[config.mk]
export PLATFORM = sky130hd
export DESIGN_NAME = add_sub_issue
export DESIGN_NICKNAME = d
export VERILOG_FILES = /design/src/rtl/add_sub_issue.sv
export SDC_FILE = /design/constraint.sdc
export NUM_CORES = 1
export LEC_CHECK = 0
export BUFFER_PORTS_ARGS = -buffer_cell sky130_fd_sc_hd__buf_2
export CAP_MARGIN = 15
export CORE_MARGIN = 3
export CORE_UTILIZATION = 30
export CTS_CLUSTER_SIZE = 16
export DETAILED_ROUTE_END_ITERATION = 7
export PLACE_DENSITY = 0.55
export SLEW_MARGIN = 20
export SYNTH_ARGS = -nofsm -noshare
export SYNTH_HDL_FRONTEND = slang
export SYNTH_SLANG_ARGS = --single-unit
[constraint.sdc]
create_clock -name clock -period 4.1 [get_ports clock]
set_clock_uncertainty 0.2 [all_clocks]
set_input_delay 0.615 -clock clock [delete_from_list [all_inputs] [get_ports clock]]
set_output_delay 0.615 -clock clock [all_outputs]
set_load 0.01 [all_outputs]
[src/rtl/add_sub_issue.sv]
// rtl/add_sub_issue.sv - sequencing stage around an external ripple-carry adder
// Accepts add/sub requests, waits SETTLE_CYCLES for the adder, registers sum and ALU flags.
module add_sub_issue #(
  parameter int WIDTH         = 8,
  parameter int SETTLE_CYCLES = 1
) (
  input  logic             clock,
  input  logic             reset,
  input  logic             io_in_valid,
  output logic             io_in_ready,
  input  logic [WIDTH-1:0] io_in_A,
  input  logic [WIDTH-1:0] io_in_B,
  input  logic             io_in_op,
  output logic [WIDTH-1:0] io_add_A,
  output logic [WIDTH-1:0] io_add_B,
  output logic             io_add_Cin,
  input  logic [WIDTH-1:0] io_add_Sum,
  input  logic             io_add_Cout,
  output logic             io_out_valid,
  input  logic             io_out_ready,
  output logic [WIDTH-1:0] io_out_result,
  output logic             io_out_carry,
  output logic             io_out_overflow,
  output logic             io_out_zero,
  output logic             io_out_neg
);

  typedef enum logic [1:0] {IDLE = 2'd0, CALC = 2'd1, DONE = 2'd2} state_t;

  localparam int CW = (SETTLE_CYCLES > 1) ? $clog2(SETTLE_CYCLES) : 1;
  localparam logic [CW-1:0] CNT_LAST = CW'(SETTLE_CYCLES - 1);

  state_t           state, state_nx;
  logic [WIDTH-1:0] a_q, b_q, bx;
  logic             op_q;
  logic [CW-1:0]    cnt;
  logic             in_fire, out_fire, settle_done;

  assign bx          = op_q ? ~b_q : b_q;
  assign io_add_A    = a_q;
  assign io_add_B    = bx;
  assign io_add_Cin  = op_q;
  assign in_fire     = io_in_valid & io_in_ready;
  assign out_fire    = io_out_valid & io_out_ready;
  assign settle_done = (state == CALC) && (cnt == CNT_LAST);

  always_ff @(posedge clock or negedge reset) begin
    if (!reset) state <= IDLE;
    else        state <= state_nx;
  end

  always_comb begin
    state_nx = state;
    case (state)
      IDLE:    if (in_fire) state_nx = CALC;
      CALC:    if (settle_done) state_nx = DONE;
      DONE:    if (out_fire) state_nx = in_fire ? CALC : IDLE;
      default: state_nx = IDLE;
    endcase
  end

  // in_ready is gated by reset so no request can be taken while reset is held low
  always_comb begin
    io_in_ready  = 1'b0;
    io_out_valid = 1'b0;
    case (state)
      IDLE:    io_in_ready = reset;
      DONE: begin
        io_out_valid = 1'b1;
        io_in_ready  = reset & io_out_ready;
      end
      default: ;
    endcase
  end

  always_ff @(posedge clock or negedge reset) begin
    if (!reset) begin
      a_q             <= '0;
      b_q             <= '0;
      op_q            <= 1'b0;
      cnt             <= '0;
      io_out_result   <= '0;
      io_out_carry    <= 1'b0;
      io_out_overflow <= 1'b0;
      io_out_zero     <= 1'b0;
      io_out_neg      <= 1'b0;
    end else begin
      if (in_fire) begin
        a_q  <= io_in_A;
        b_q  <= io_in_B;
        op_q <= io_in_op;
        cnt  <= '0;
      end else if (state == CALC) begin
        cnt <= cnt + CW'(1);
      end
      if (settle_done) begin
        io_out_result   <= io_add_Sum;
        io_out_carry    <= op_q ? ~io_add_Cout : io_add_Cout;
        io_out_overflow <= (a_q[WIDTH-1] == bx[WIDTH-1]) && (io_add_Sum[WIDTH-1] != a_q[WIDTH-1]);
        io_out_zero     <= (io_add_Sum == '0);
        io_out_neg      <= io_add_Sum[WIDTH-1];
      end
    end
  end

endmodule

==> metrics <==
Critical Path Fanout Max 33; Net count, final between 150 and 200; drt pass-1 iters 2; Storage cell area between 700 and 800 sq um; crit share post-route about three fifths; Crit. End Element primary output; cts hold-fix bufs 0; RSZ-0062 raised after global routing no; fill cell total of the finished layout 416; worst skew pair latency approximately 0.27 ns; Max Cap Violations 0; status complete, no violations; initial antenna violation count 0; first-pass GRT wire length ~4500 um; area growth from synthesis to layout 29.8%; Initial Util approximately 32%; syn nets about 120; clk sink count 31; Worst Tran Pin Value about 0.73 ns; final wirelength between 2000 and 3000 um; leak pwr a little under 0.0009 uW; Slew Viols, Final 0; Num CTS Buffers 5; layout cells sized above 1 between 60% and 70%; full die area 5390 sq um; most common flop cell mapped by yosys dfrtp_1; library cells used by synthesis 24; wire per inst 13.3 um; vias per cell around 4.4; ANT nets after route 0; Die W 73.4 um; Vias between 900 and 1,000; PortBufs 60; synthesized area per cell ~15 sq um; Worst EP arrival between 1.5 and 2 ns; largest net degree at the start of global routing 34; Worst path most repeated cell buf_2; Slew headroom roughly half; number of H-tree levels 2; I/O pin cnt 61; Max Root-Sink Buffers 2; RR Startpoint state[1]; vias in the first global route roughly 950; crit path time final 2.39 ns; power density over the cells about 730 nW/um^2; sequential element share of the synthesized area between 50% and 60%; FFs w/ async S/R, synth between 90% and 100%; f_max roughly 420 MHz; TNS Setup 0 ns; Post-CTS Resized 0; ranking of synthesized cells by area dfrtp_1, mux2_2, mux2_4; Yosys warnings 0; Crit Reg-Reg Endpoint io_add_A[1]; worst path required time between 3 and 4 ns; CTS tree done; final core occ approximately 42%; Min-Delay Path Class in2async; clock slew at the register clock pins of the worst setup and hold paths roughly 0.06 ns; area occupied by multi-input gates around 540 sq um; post-CTS setup buffer count 0; final hold violation count 0; Reg2Reg Depth 3; gr ovfl total 0; Startpoint Class input pin; GRT Resource Usage Total between 10% and 20%; slowest CP cell buf_4; Starting DRT DRC Count 25; CP peak stage delay between 0.3 and 0.4 ns; synthesized instance count just over 90; DRC Markers 0; detailed-placement wirelength estimate a little over 2000 um; CP Cell Sequence buf_2 -> buf_4 -> nor3b_1 -> buf_2; FP Rows 23; worst IR drop on VDD between 0.2 and 0.25 mV; crit path kind in2out; Synth top area share between 50 and 60%; Synth Cell Area approximately 1400 sq um; n_diodes 0; GP Congestion 0.730; synthesized flop and latch total 31; number of flops mapped to enable cells by yosys 0; Core Region 4200 sq um; die height 73.4 um; Finish-stage setup viols 0; post-synth top area cell dfrtp_1; CTS Root Cell clkbuf_8; setup slack, reg-to-reg 1.98 ns
[cell families (layout without fill, tap and decap cells)]
| family | Yosys count | count (layout) | share of synthesized area [%] |
|---|---|---|---|
| flops | 31 | 31 | 56.9 |
| mux | 25 | 25 | 23.1 |
| simple gates | 12 | 12 | 6.06 |
| xor+xnor | 9 | 9 | 5.79 |
| buf+inv | 8 | 70 | 4.41 |
| compound gates | 7 | 7 | 3.67 |
[power by group]
part,switching (uW),total [uW],internal [uW]
clock,95.2,208,113
combinational,246,544,298
sequential,97.8,537,439
total,439,1290,849
[flip-flops by register name (all words and copies together), names as in the netlist]
signal	count
io_out_carry	1
state	2
b_q	8
io_add_A	8
io_out_result	8
cnt	1
io_add_Cin	1
io_out_zero	1
io_out_overflow	1
[cells in the mapped netlist (2+ instances only)]
master   instances
buf_4            2
mux2_4           9
mux2_2          16
nor4_1           2
xor2_1           8
buf_6            3
dfrtp_1         31
nor2_1           3
inv_1            3
[layout make-up]
cell class              count  area share [%]
clock buffers               6            4.10
inverters                   3           0.637
multi-input cells          53            30.4
flip-flops and latches     31            43.9
well taps                  50            3.54
repair buffers             61            17.4
[worst max-delay path by stage]
stage	start	end	slack, ns
global route	reset	io_in_ready	1.57
floorplan	io_out_ready	io_in_ready	2.27
finish	reset	io_in_ready	1.71
CTS	reset	io_add_A[5]	1.28
global placement	reset	io_add_A[7]	1.10
detailed placement	reset	b_q[5]	0.98
[routing by layer]
metal	up-vias	part of all wire, %	global-route usage (%)
met4	0	1.8	4.83
met2	35	48	17.6
met1	422	41	12.9
li1	443	-	-
met3	5	9.1	5.20
met5	-	0	0
[cells in the final DEF (no fill, tap or decap)]
cell	n
a21boi_0	1
a21o_2	1
a21oi_1	1
a31oi_1	1
a32o_1	1
buf_2	60
buf_4	1
clkbuf_1	1
clkbuf_8	5
dfrtp_1	31
inv_1	3
mux2_2	16
mux2_4	9
nand3_1	1
nand3b_1	1
nand4bb_2	1
nor2_1	3
nor2b_1	1
nor3b_1	1
nor3b_4	1
nor4_1	2
o21a_1	1
o21ai_0	1
or3b_1	1
xnor2_1	1
xor2_1	8
[critical path: cells and delay by family]
kind	cells	cell delay [ns]
buf+inv	3	0.62
simple gates	1	0.32
[stage by stage]
stage | hold slack [ns] | cell area, sq um | cells | power, uW | worst slack [ns]
2_1_floorplan | 0.119 | 1360 | 92 | 882 | 2.27
3_3_place_gp | 0.290 | 1680 | 198 | 1080 | 1.10
3_5_place_dp | 0.290 | 1680 | 198 | 1100 | 0.978
4_1_cts | 0.159 | 1760 | 204 | 1310 | 1.28
5_1_grt | 0.195 | 1770 | 204 | 1380 | 1.57
6_report | 0.154 | 1770 | 204 | 1290 | 1.71
Note: power is estimated with default switching activity, not from simulation.
